## config.mk

```make
export PLATFORM = sky130hd
export DESIGN_NAME = pipe_fetch_issue
export DESIGN_NICKNAME = d
export VERILOG_FILES = /design/src/rtl/pipe_fetch_issue.sv
export SDC_FILE = /design/constraint.sdc
export NUM_CORES = 1
export LEC_CHECK = 0
export BUFFER_PORTS_ARGS = -buffer_cell sky130_fd_sc_hd__buf_2
export CORE_ASPECT_RATIO = 0.75
export CORE_MARGIN = 1
export CORE_UTILIZATION = 63
export CTS_BUF_LIST = sky130_fd_sc_hd__clkbuf_2 sky130_fd_sc_hd__clkbuf_4 sky130_fd_sc_hd__clkbuf_8
export DETAILED_ROUTE_END_ITERATION = 8
export PLACE_DENSITY_LB_ADDON = 0.1
export SLEW_MARGIN = 5
export SYNTH_ARGS = -nofsm -noshare
export SYNTH_HDL_FRONTEND = slang
export SYNTH_SLANG_ARGS = --single-unit
```

## constraint.sdc

```tcl
create_clock -name clk -period 9.8 [get_ports clk]
set_clock_uncertainty 0.1 [all_clocks]
set_input_delay 0.98 -clock clk [delete_from_list [all_inputs] [get_ports clk]]
set_output_delay 0.98 -clock clk [all_outputs]
set_load 0.01 [all_outputs]
```

## src/rtl/pipe_fetch_issue.sv

```systemverilog
// pipe_fetch_issue: fetches 24-bit instruction words from a synchronous instruction
// memory into a small FIFO, decodes the FIFO head and issues one operand slot per
// cycle, inserting bubbles while a read-after-write hazard is open downstream.
// Optional performance counters are built only when PIPE_FETCH_PERF_EN is defined.
module pipe_fetch_issue #(
    parameter int PC_W       = 8,
    parameter int FIFO_DEPTH = 4,
    parameter int HAZARD_WIN = 2
) (
    input  logic            clk,
    input  logic            rst,
    input  logic            start,
    input  logic [PC_W-1:0] start_pc,
    output logic            imem_rd,
    output logic [PC_W-1:0] imem_addr,
    input  logic [23:0]     imem_data,
    output logic            issue_valid,
    output logic [3:0]      rs1,
    output logic [3:0]      rs2,
    output logic [3:0]      rd,
    output logic [3:0]      func,
    output logic [7:0]      addr,
    output logic            halted,
    output logic            err_illegal,
    output logic [15:0]     issue_count,
    output logic [15:0]     stall_count
);

    localparam int PTR_W = $clog2(FIFO_DEPTH);
    localparam int CNT_W = PTR_W + 1;
    localparam logic [CNT_W-1:0] DEPTH_C = CNT_W'(FIFO_DEPTH);

    typedef enum logic [1:0] {
        IDLE   = 2'd0,
        RUN    = 2'd1,
        HALTED = 2'd2
    } state_e;

    state_e                         state_q, state_d;
    logic [PC_W-1:0]                pc_q, pc_d;
    logic                           inflight_q;
    logic [23:0]                    fifoMem_q [FIFO_DEPTH];
    logic [PTR_W-1:0]               wrPtr_q, rdPtr_q;
    logic [CNT_W-1:0]               fifoCount_q;
    logic [HAZARD_WIN-1:0]          sbValid_q;
    logic [HAZARD_WIN-1:0][3:0]     sbRd_q;

    logic                           issueValid_q;
    logic [3:0]                     func_q, rd_q, rs1_q, rs2_q;
    logic [7:0]                     addr_q;
    logic                           errIllegal_q;

    logic [23:0]                    headWord;
    logic [3:0]                     headFunc, headRd, headRs1, headRs2;
    logic                           fifoEmpty;
    logic                           fifoPush;
    logic                           hazard;
    logic                           doPop, doIssue, doIllegal, doHalt, fetchReq;

    assign headWord  = fifoMem_q[rdPtr_q];
    assign headFunc  = headWord[23:20];
    assign headRd    = headWord[19:16];
    assign headRs1   = headWord[15:12];
    assign headRs2   = headWord[11:8];
    assign fifoEmpty = (fifoCount_q == '0);
    // A response that lands in the same cycle a HALT is decoded belongs to the
    // abandoned stream and is dropped along with the flushed FIFO.
    assign fifoPush  = inflight_q && !doHalt;

    // Head source register collides with any recently issued destination.
    always_comb begin
        hazard = 1'b0;
        for (int i = 0; i < HAZARD_WIN; i++) begin
            if (sbValid_q[i] && (sbRd_q[i] == headRs1 || sbRd_q[i] == headRs2)) begin
                hazard = 1'b1;
            end
        end
    end

    // Next-state, decode/issue decision and fetch request for this cycle.
    always_comb begin
        state_d   = state_q;
        pc_d      = pc_q;
        doPop     = 1'b0;
        doIssue   = 1'b0;
        doIllegal = 1'b0;
        doHalt    = 1'b0;
        fetchReq  = 1'b0;
        unique case (state_q)
            IDLE, HALTED: begin
                if (start) begin
                    state_d = RUN;
                    pc_d    = start_pc;
                end
            end
            RUN: begin
                if (!fifoEmpty) begin
                    if (headFunc >= 4'd12 && headFunc <= 4'd14) begin
                        doPop     = 1'b1;
                        doIllegal = 1'b1;
                    end else if (headFunc == 4'd15) begin
                        doPop   = 1'b1;
                        doHalt  = 1'b1;
                        state_d = HALTED;
                    end else if (!hazard) begin
                        doPop   = 1'b1;
                        doIssue = 1'b1;
                    end
                end
                // Counting the in-flight word keeps a returning response from
                // ever landing in a full FIFO; no new fetch once HALT is seen.
                fetchReq = !doHalt && ((fifoCount_q + CNT_W'(inflight_q)) < DEPTH_C);
                if (fetchReq) begin
                    pc_d = pc_q + PC_W'(1);
                end
            end
            default: state_d = IDLE;
        endcase
    end

    assign imem_rd   = fetchReq;
    assign imem_addr = pc_q;
    assign halted    = (state_q == HALTED);

    // Control state, fetch pointer and outstanding-request flag.
    always_ff @(posedge clk or posedge rst) begin
        if (rst) begin
            state_q    <= IDLE;
            pc_q       <= '0;
            inflight_q <= 1'b0;
        end else begin
            state_q    <= state_d;
            pc_q       <= pc_d;
            inflight_q <= fetchReq;
        end
    end

    // FIFO occupancy and pointers; a HALT empties the buffer outright.
    always_ff @(posedge clk or posedge rst) begin
        if (rst) begin
            wrPtr_q     <= '0;
            rdPtr_q     <= '0;
            fifoCount_q <= '0;
        end else if (doHalt) begin
            wrPtr_q     <= '0;
            rdPtr_q     <= '0;
            fifoCount_q <= '0;
        end else begin
            if (fifoPush) begin
                wrPtr_q <= wrPtr_q + PTR_W'(1);
            end
            if (doPop) begin
                rdPtr_q <= rdPtr_q + PTR_W'(1);
            end
            fifoCount_q <= fifoCount_q + CNT_W'(fifoPush) - CNT_W'(doPop);
        end
    end

    // FIFO storage; contents are meaningless until counted valid, so no reset.
    always_ff @(posedge clk) begin
        if (fifoPush) begin
            fifoMem_q[wrPtr_q] <= imem_data;
        end
    end

    // Registered issue slot; every field reads zero on a bubble.
    always_ff @(posedge clk or posedge rst) begin
        if (rst) begin
            issueValid_q <= 1'b0;
            func_q       <= '0;
            rd_q         <= '0;
            rs1_q        <= '0;
            rs2_q        <= '0;
            addr_q       <= '0;
            errIllegal_q <= 1'b0;
        end else begin
            issueValid_q <= doIssue;
            func_q       <= doIssue ? headFunc : 4'd0;
            rd_q         <= doIssue ? headRd : 4'd0;
            rs1_q        <= doIssue ? headRs1 : 4'd0;
            rs2_q        <= doIssue ? headRs2 : 4'd0;
            addr_q       <= doIssue ? headWord[7:0] : 8'd0;
            errIllegal_q <= errIllegal_q | doIllegal;
        end
    end

    assign issue_valid = issueValid_q;
    assign func        = func_q;
    assign rd          = rd_q;
    assign rs1         = rs1_q;
    assign rs2         = rs2_q;
    assign addr        = addr_q;
    assign err_illegal = errIllegal_q;

    // Scoreboard of the last HAZARD_WIN issue slots, advanced every RUN cycle.
    always_ff @(posedge clk or posedge rst) begin
        if (rst) begin
            sbValid_q <= '0;
            sbRd_q    <= '0;
        end else if (state_q == RUN) begin
            for (int i = HAZARD_WIN - 1; i > 0; i--) begin
                sbValid_q[i] <= sbValid_q[i-1];
                sbRd_q[i]    <= sbRd_q[i-1];
            end
            sbValid_q[0] <= doIssue;
            sbRd_q[0]    <= headRd;
        end
    end

`ifdef PIPE_FETCH_PERF_EN
    logic [15:0] issueCnt_q, stallCnt_q;
    logic        hazardStall;
    logic        startAccept;

    assign hazardStall = (state_q == RUN) && !fifoEmpty && (headFunc < 4'd12) && hazard;
    assign startAccept = start && (state_q != RUN);

    // Saturating issue and hazard-stall counters, restarted by an accepted start.
    always_ff @(posedge clk or posedge rst) begin
        if (rst) begin
            issueCnt_q <= '0;
            stallCnt_q <= '0;
        end else if (startAccept) begin
            issueCnt_q <= '0;
            stallCnt_q <= '0;
        end else begin
            if (doIssue && issueCnt_q != 16'hFFFF) begin
                issueCnt_q <= issueCnt_q + 16'd1;
            end
            if (hazardStall && stallCnt_q != 16'hFFFF) begin
                stallCnt_q <= stallCnt_q + 16'd1;
            end
        end
    end

    assign issue_count = issueCnt_q;
    assign stall_count = stallCnt_q;
`else
    assign issue_count = 16'd0;
    assign stall_count = 16'd0;
`endif

endmodule
```

Word level (Yosys, flattened, before mapping)
Memories as Yosys holds them, arrays and structs flattened.
Cells that the tools add are included.
{"block": "op_classes", "n_addsub": 6, "multipliers": 0, "n_div": 0, "magnitude_cmp": 3, "eq_ne": 12, "shifts": 0, "mux": 40, "n_bitwise": 1, "n_reduce_logical": 17}
{"cell": "2-to-1 mux 8 bit", "n": 3}
{"cell": "2-to-1 mux 1 bit", "n": 22}
{"cell": "== test 4 bit", "n": 4}
{"cell": "2-to-1 mux 2 bit", "n": 8}
{"cell": "2-to-1 mux 4 bit", "n": 4}
{"cell": "case mux 8 bit (2 select lines)", "n": 1}
{"cell": "!= test 2 bit (second input constant)", "n": 5}
{"cell": "adder 8 x 1 -> 8 bit (second input constant)", "n": 1}
{"cell": "adder 3 x 1 -> 3 bit", "n": 2}
{"cell": "nonzero test 2 bit", "n": 3}
{"cell": "logical AND 1 bit", "n": 5}
{"cell": "adder 2 x 1 -> 2 bit (second input constant)", "n": 2}
{"cell": "== test 4 bit (second input constant)", "n": 1}
{"cell": ">= comparator 4 bit (second input constant)", "n": 1}
{"cell": "less-or-equal comparator 4 bit (second input constant)", "n": 1}
{"cell": "case mux 2 bit (2 select lines)", "n": 1}
{"cell": "AND reduction 4 bit", "n": 1}
{"cell": "zero test 3 bit", "n": 1}
{"cell": "< comparator 3 bit (second input constant)", "n": 1}
{"cell": "2-to-1 mux 3 bit", "n": 1}
{"cell": "AND reduction 3 bit", "n": 1}
{"cell": "subtractor 3 x 1 -> 3 bit", "n": 1}
{"cell": "== test 2 x 1 -> 1 bit (second input constant)", "n": 1}
{"cell": "== test 2 bit (second input constant)", "n": 1}
{"cell": "other kinds (5)", "n": 7}
{"block": "totals", "register_bits": 54, "latch_bits": 0, "mem_bits_rw": 96, "rom_bits": 0, "input_bits": 35, "output_inout_bits": 68, "mem_count": 1}
{"memory": "fifoMem_q", "depth": 4, "word_bits": 24, "rd": 1, "rd_ports_with_merged_regs": 0, "write_ports": 1, "line_no": "42", "rtl": "logic [23:0] fifoMem_q [FIFO_DEPTH];"}

Depth between registers and ports, before layout
An unclocked memory read counts as a cell.
{"block": "logic_depth", "word_depth": 13, "depth_mapped": 15}

Worst setup path before layout
No wires, ideal clock.
{"block": "synth_path", "path_kind": "reg2reg", "startpoint": "register rdPtr_q[0]", "endpoint": "register fifoCount_q[2]", "arrival_ps": 2902, "t_required_ps": 9563, "setup_slack_ps": 6660, "path_stages_with_launch": 16, "path_buffers": 3, "period_less_slack_ps": 3140, "cell_sequence": "dfrtp_1 > buf_6 > buf_6 > mux4_2 > nand2_4 > or3_1 > clkbuf_1 > nand2_1 > ha_1 > inv_1 > ha_1 > inv_1 > fa_1 > xor2_1 > xnor2_1 > nor2_1"}
{"block": "synth_via", "elab_chain_len": 13, "elab_cells_between_ends": 30, "cone_classes": "add/sub: 2; order compare: 2; eq/ne: 5; mux: 13; reduce/logical: 7; memory: 1"}
{"item": "from (decl)", "line_no": "43", "rtl": "logic [PTR_W-1:0] wrPtr_q, rdPtr_q;"}
{"item": "from (signal assigned)", "line_no": "153", "rtl": "rdPtr_q <= rdPtr_q + PTR_W'(1);"}
{"item": "memory read (4 x 24 bit) (*)"}
{"item": "branches (longest 11 deep; another with >= comparator 4 bit)"}
{"item": "2-to-1 mux 3 bit (*)", "line_no": "144", "rtl": "end else if (doHalt) begin"}
{"item": "to (signal assigned)", "line_no": "155", "rtl": "fifoCount_q <= fifoCount_q + CNT_W'(fifoPush) - CNT_W'(doPop);"}
{"item": "to (decl)", "line_no": "44", "rtl": "logic [CNT_W-1:0] fifoCount_q;"}
Every way passes the cells marked *. The select of a mux whose other input is x is not followed.
A chain may end at the register's enable or synchronous reset.

Final worst setup path
Same ends and word-level chain as after synthesis.

==> impl_metrics.ini <==
[clock_network]
cts_resized = 0
clockBufferDepth = 2
clock_sinks = 150
clk_latency_ns = 0.45
cts_setup_buffers = 0
cts_hold_buf = 0
cts_tree = done
htree_levels = 4
cts_made_buffers = 17
clockRootBuffer = clkbuf_8
clk_pin_slew_ns = 0.08

[timing]
fin_crit_sh_pct = 39.47
setup_slack_ns = 5.932
hold_viol = 0
period_minus_slack_ns = 3.868
rsz0062_at_grt = false
slew_headroom_pct = 20.48
slew_violations = 0
holdWs_ns = 0.4057
tightest_slew_ns = 1.193
setup_violations = 0
max_freq_ghz = 0.2585
timing.setup.tns_ns = 0

[logic_synthesis]
synth_top_cell_by_area = edfxtp_1
synth_compound_area_share_pct = 3.467
synthCells = 410
synth_top_family_by_area = simple AND/OR/NAND/NOR gates
post_synth_instance_area_sq_mm = 0.006316
synth_seq_cells = 150
synth_area_leaders = edfxtp_1 (46%), dfrtp_1 (21%), mux4_2 (8.6%)
synth_warnings = 0
synth-simple-area-share_pct = 9.370
avgSynthCellArea_sq_um = 15.41
synth.top_cell.area_share_pct = 45.64
synthAdderAreaFrac_pct = 1.704
yosys.area_share.xor_xnor_pct = 2.773
ys_seq_area_share_pct = 67.04
synth_mux_area_share_pct = 9.271
synth_cell_type_count = 41

[power_and_ir_drop]
p_seq_share_pct = 42.0
leakagePower_uw = 0.002912
p_clk_share_pct = 18.6
p_comb_share_pct = 39.3
p_int_uw = 1511
peakVddDrop_mv = 0.1811
switching_power_uw = 909.9
powerDensity_mw_per_mm2 = 344.1
power.total_uw = 2421
switching_share_pct = 37.58

[worst_setup_path]
crit_arrival_ns = 4.07
slowest_stage = dfrtp_2
path_cells = mux4_2 > xnor2_1 > nand4_1 > a21oi_1 > a211oi_2 > ha_1 > inv_1 > ha_1 > inv_1 > fa_1 > xor2_1 > xnor2_1 > nor2_1
critPathMaxFanout = 27
slowest_delay_ns = 0.96
end_kind = register
required_ns = 10.00
start_kind = register
critical_path_class = reg2reg

[drt]
drt_iter0_drc = 224
vias_per_cell = 5.442
dr_total_vias = 3445
drt-total-wl_mm = 11.31
dr.pass1.iters = 4
wl_per_cell_um = 17.87
post-route-drc-count = 0
ant_nets = 0

[global_routing]
gr-usage-met1_pct = 31.23
grt-ovfl-total = 0
grt_max_degree = 55
grt_pass1_wl_mm = 17.55
met2_usage_pct = 37.43
track_usage_pct = 23.50
antenna_found_initial = 0
busiest_layer = met2
grt_pass1_vias = 3362
use_met3_pct = 7.023

[layout]
final_common_cell = edfxtp_1
area_growth_pct = 11.39
drive_gt1_share_pct = 30.74
final_nets = 531
n_antenna_cell = 0
final_cell_mix = edfxtp_1 (96), buf_2 (70), dfrtp_1 (53)

[placed_design]
dp_hpwl_mm = 7.272
gp_congestion = 0.8392
io_buffers = 70
post-place-ws_ns = 5.887

[floorplan]
fp.coreArea_sq_mm = 0.009697
io_pins = 103
initial_core_util_pct = 65.14
rows = 31
dieWidth_um = 117.6
dieArea_sq_mm = 0.01043
fp.dieH_um = 88.72

[job]
maxCapViolCount = 0

[run_status]
outcome = finished clean

[hold_path]
hold_class = reg2reg
## worst max-delay path: cells and delay by family (launching register included)
kind	cells	cell delay (ns)
compound gates	2	0.36
xor+xnor	3	0.53
fa+ha+maj	3	0.80
buf+inv	2	0.10
flops	1	0.96
mux	1	0.66
simple gates	2	0.22
## layout make-up
type                       instances  area [sq um]
inverter                          16         60.06
clock buffer                      20         262.8
fill                             657          2661
sequential                       150          4235
clock inverter                    12         117.6
tap                              132         165.2
timing repair buffer              76         395.4
multi-input combinational        227          1799
## flip-flops by register name, summed over array words and instances (netlist names)
signal       count
inflight_q       1
sbValid_q        2
rd               4
wrPtr_q          2
sbRd_q           8
state_q          2
rs1              4
fifoCount_q      3
imem_addr        8
issue_valid      1
rs2              4
fifoMem_q       96
addr             8
func             4
rdPtr_q          2
err_illegal      1
## metal layers
| metal | share of wire [%] | vias up |
|---|---|---|
| li1 | - | 1559 |
| met1 | 44 | 1747 |
| met2 | 47 | 130 |
| met3 | 7.4 | 9 |
| met4 | 0.94 | 0 |
| met5 | 0 | - |
## cell families after synthesis
group                    after synthesis
AO/OA/AOI/OAI                         31
XOR/XNOR                              20
adder cells (fa/ha/maj)                8
buffers and inverters                 64
flip-flops                           150
multiplexers                          28
other                                  1
AND/OR/NAND/NOR                      108
## stage by stage
step | utilization, % | instance area, sq um | cells
floorplan | - | 6432 | 441
global placement | 68.63 | 6655 | 601
detailed placement | 68.63 | 6655 | 601
CTS | 72.55 | 7036 | 633
global route | 72.55 | 7036 | 633
finish | 72.55 | 7036 | 633
## worst paths after layout
kind | from | to | slack [ns] | depth (start not counted)
worst min-delay path | err_illegal$_DFF_PP0_ | err_illegal$_DFF_PP0_ | 0.41 | 1
min in group asynchronous | rst | sbRd_q[5]$_DFFE_PP0P_ | 0.62 | 3
worst max register to register | rdPtr_q[0]$_DFFE_PP0P_ | fifoCount_q[2]$_DFF_PP0_ | 5.93 | 13
worst min register to register | err_illegal$_DFF_PP0_ | err_illegal$_DFF_PP0_ | 0.41 | 1
max in group asynchronous | rst | rdPtr_q[0]$_DFFE_PP0P_ | 8.47 | 3
worst max-delay path | rdPtr_q[0]$_DFFE_PP0P_ | fifoCount_q[2]$_DFF_PP0_ | 5.93 | 13
## cell usage after synthesis (all sizes together)
| cell type | n |
|---|---|
| edfxtp | 96 |
| dfrtp | 54 |
| nand2 | 48 |
| buf | 40 |
| mux4 | 24 |
| xnor2 | 18 |
| nor2 | 17 |
| nor2b | 17 |
| inv | 16 |
| a21oi | 12 |
| clkbuf | 8 |
| o21ai | 8 |
| ha | 7 |
| nand2b | 6 |
| nand3 | 6 |
| nand4 | 5 |
| and3 | 4 |
| mux2i | 3 |
| nor3 | 3 |
| a211oi | 2 |
| a31oi | 2 |
| o22ai | 2 |
| xor2 | 2 |
| a211o | 1 |
| a21boi | 1 |
| a41o | 1 |
| and2 | 1 |
| conb | 1 |
| fa | 1 |
| mux2 | 1 |
| o311ai | 1 |
| o32ai | 1 |
| or3 | 1 |
## power groups by stage
stage | logic, uW | clock network, uW | registers [uW]
floorplan | 785 | 0 | 976
global placement | 931 | 0 | 1030
detailed placement | 960 | 0 | 1030
CTS | 965 | 461 | 1020
global route | 1050 | 483 | 1040
finish | 952 | 451 | 1020
Note: power is estimated with default switching activity, not from simulation.
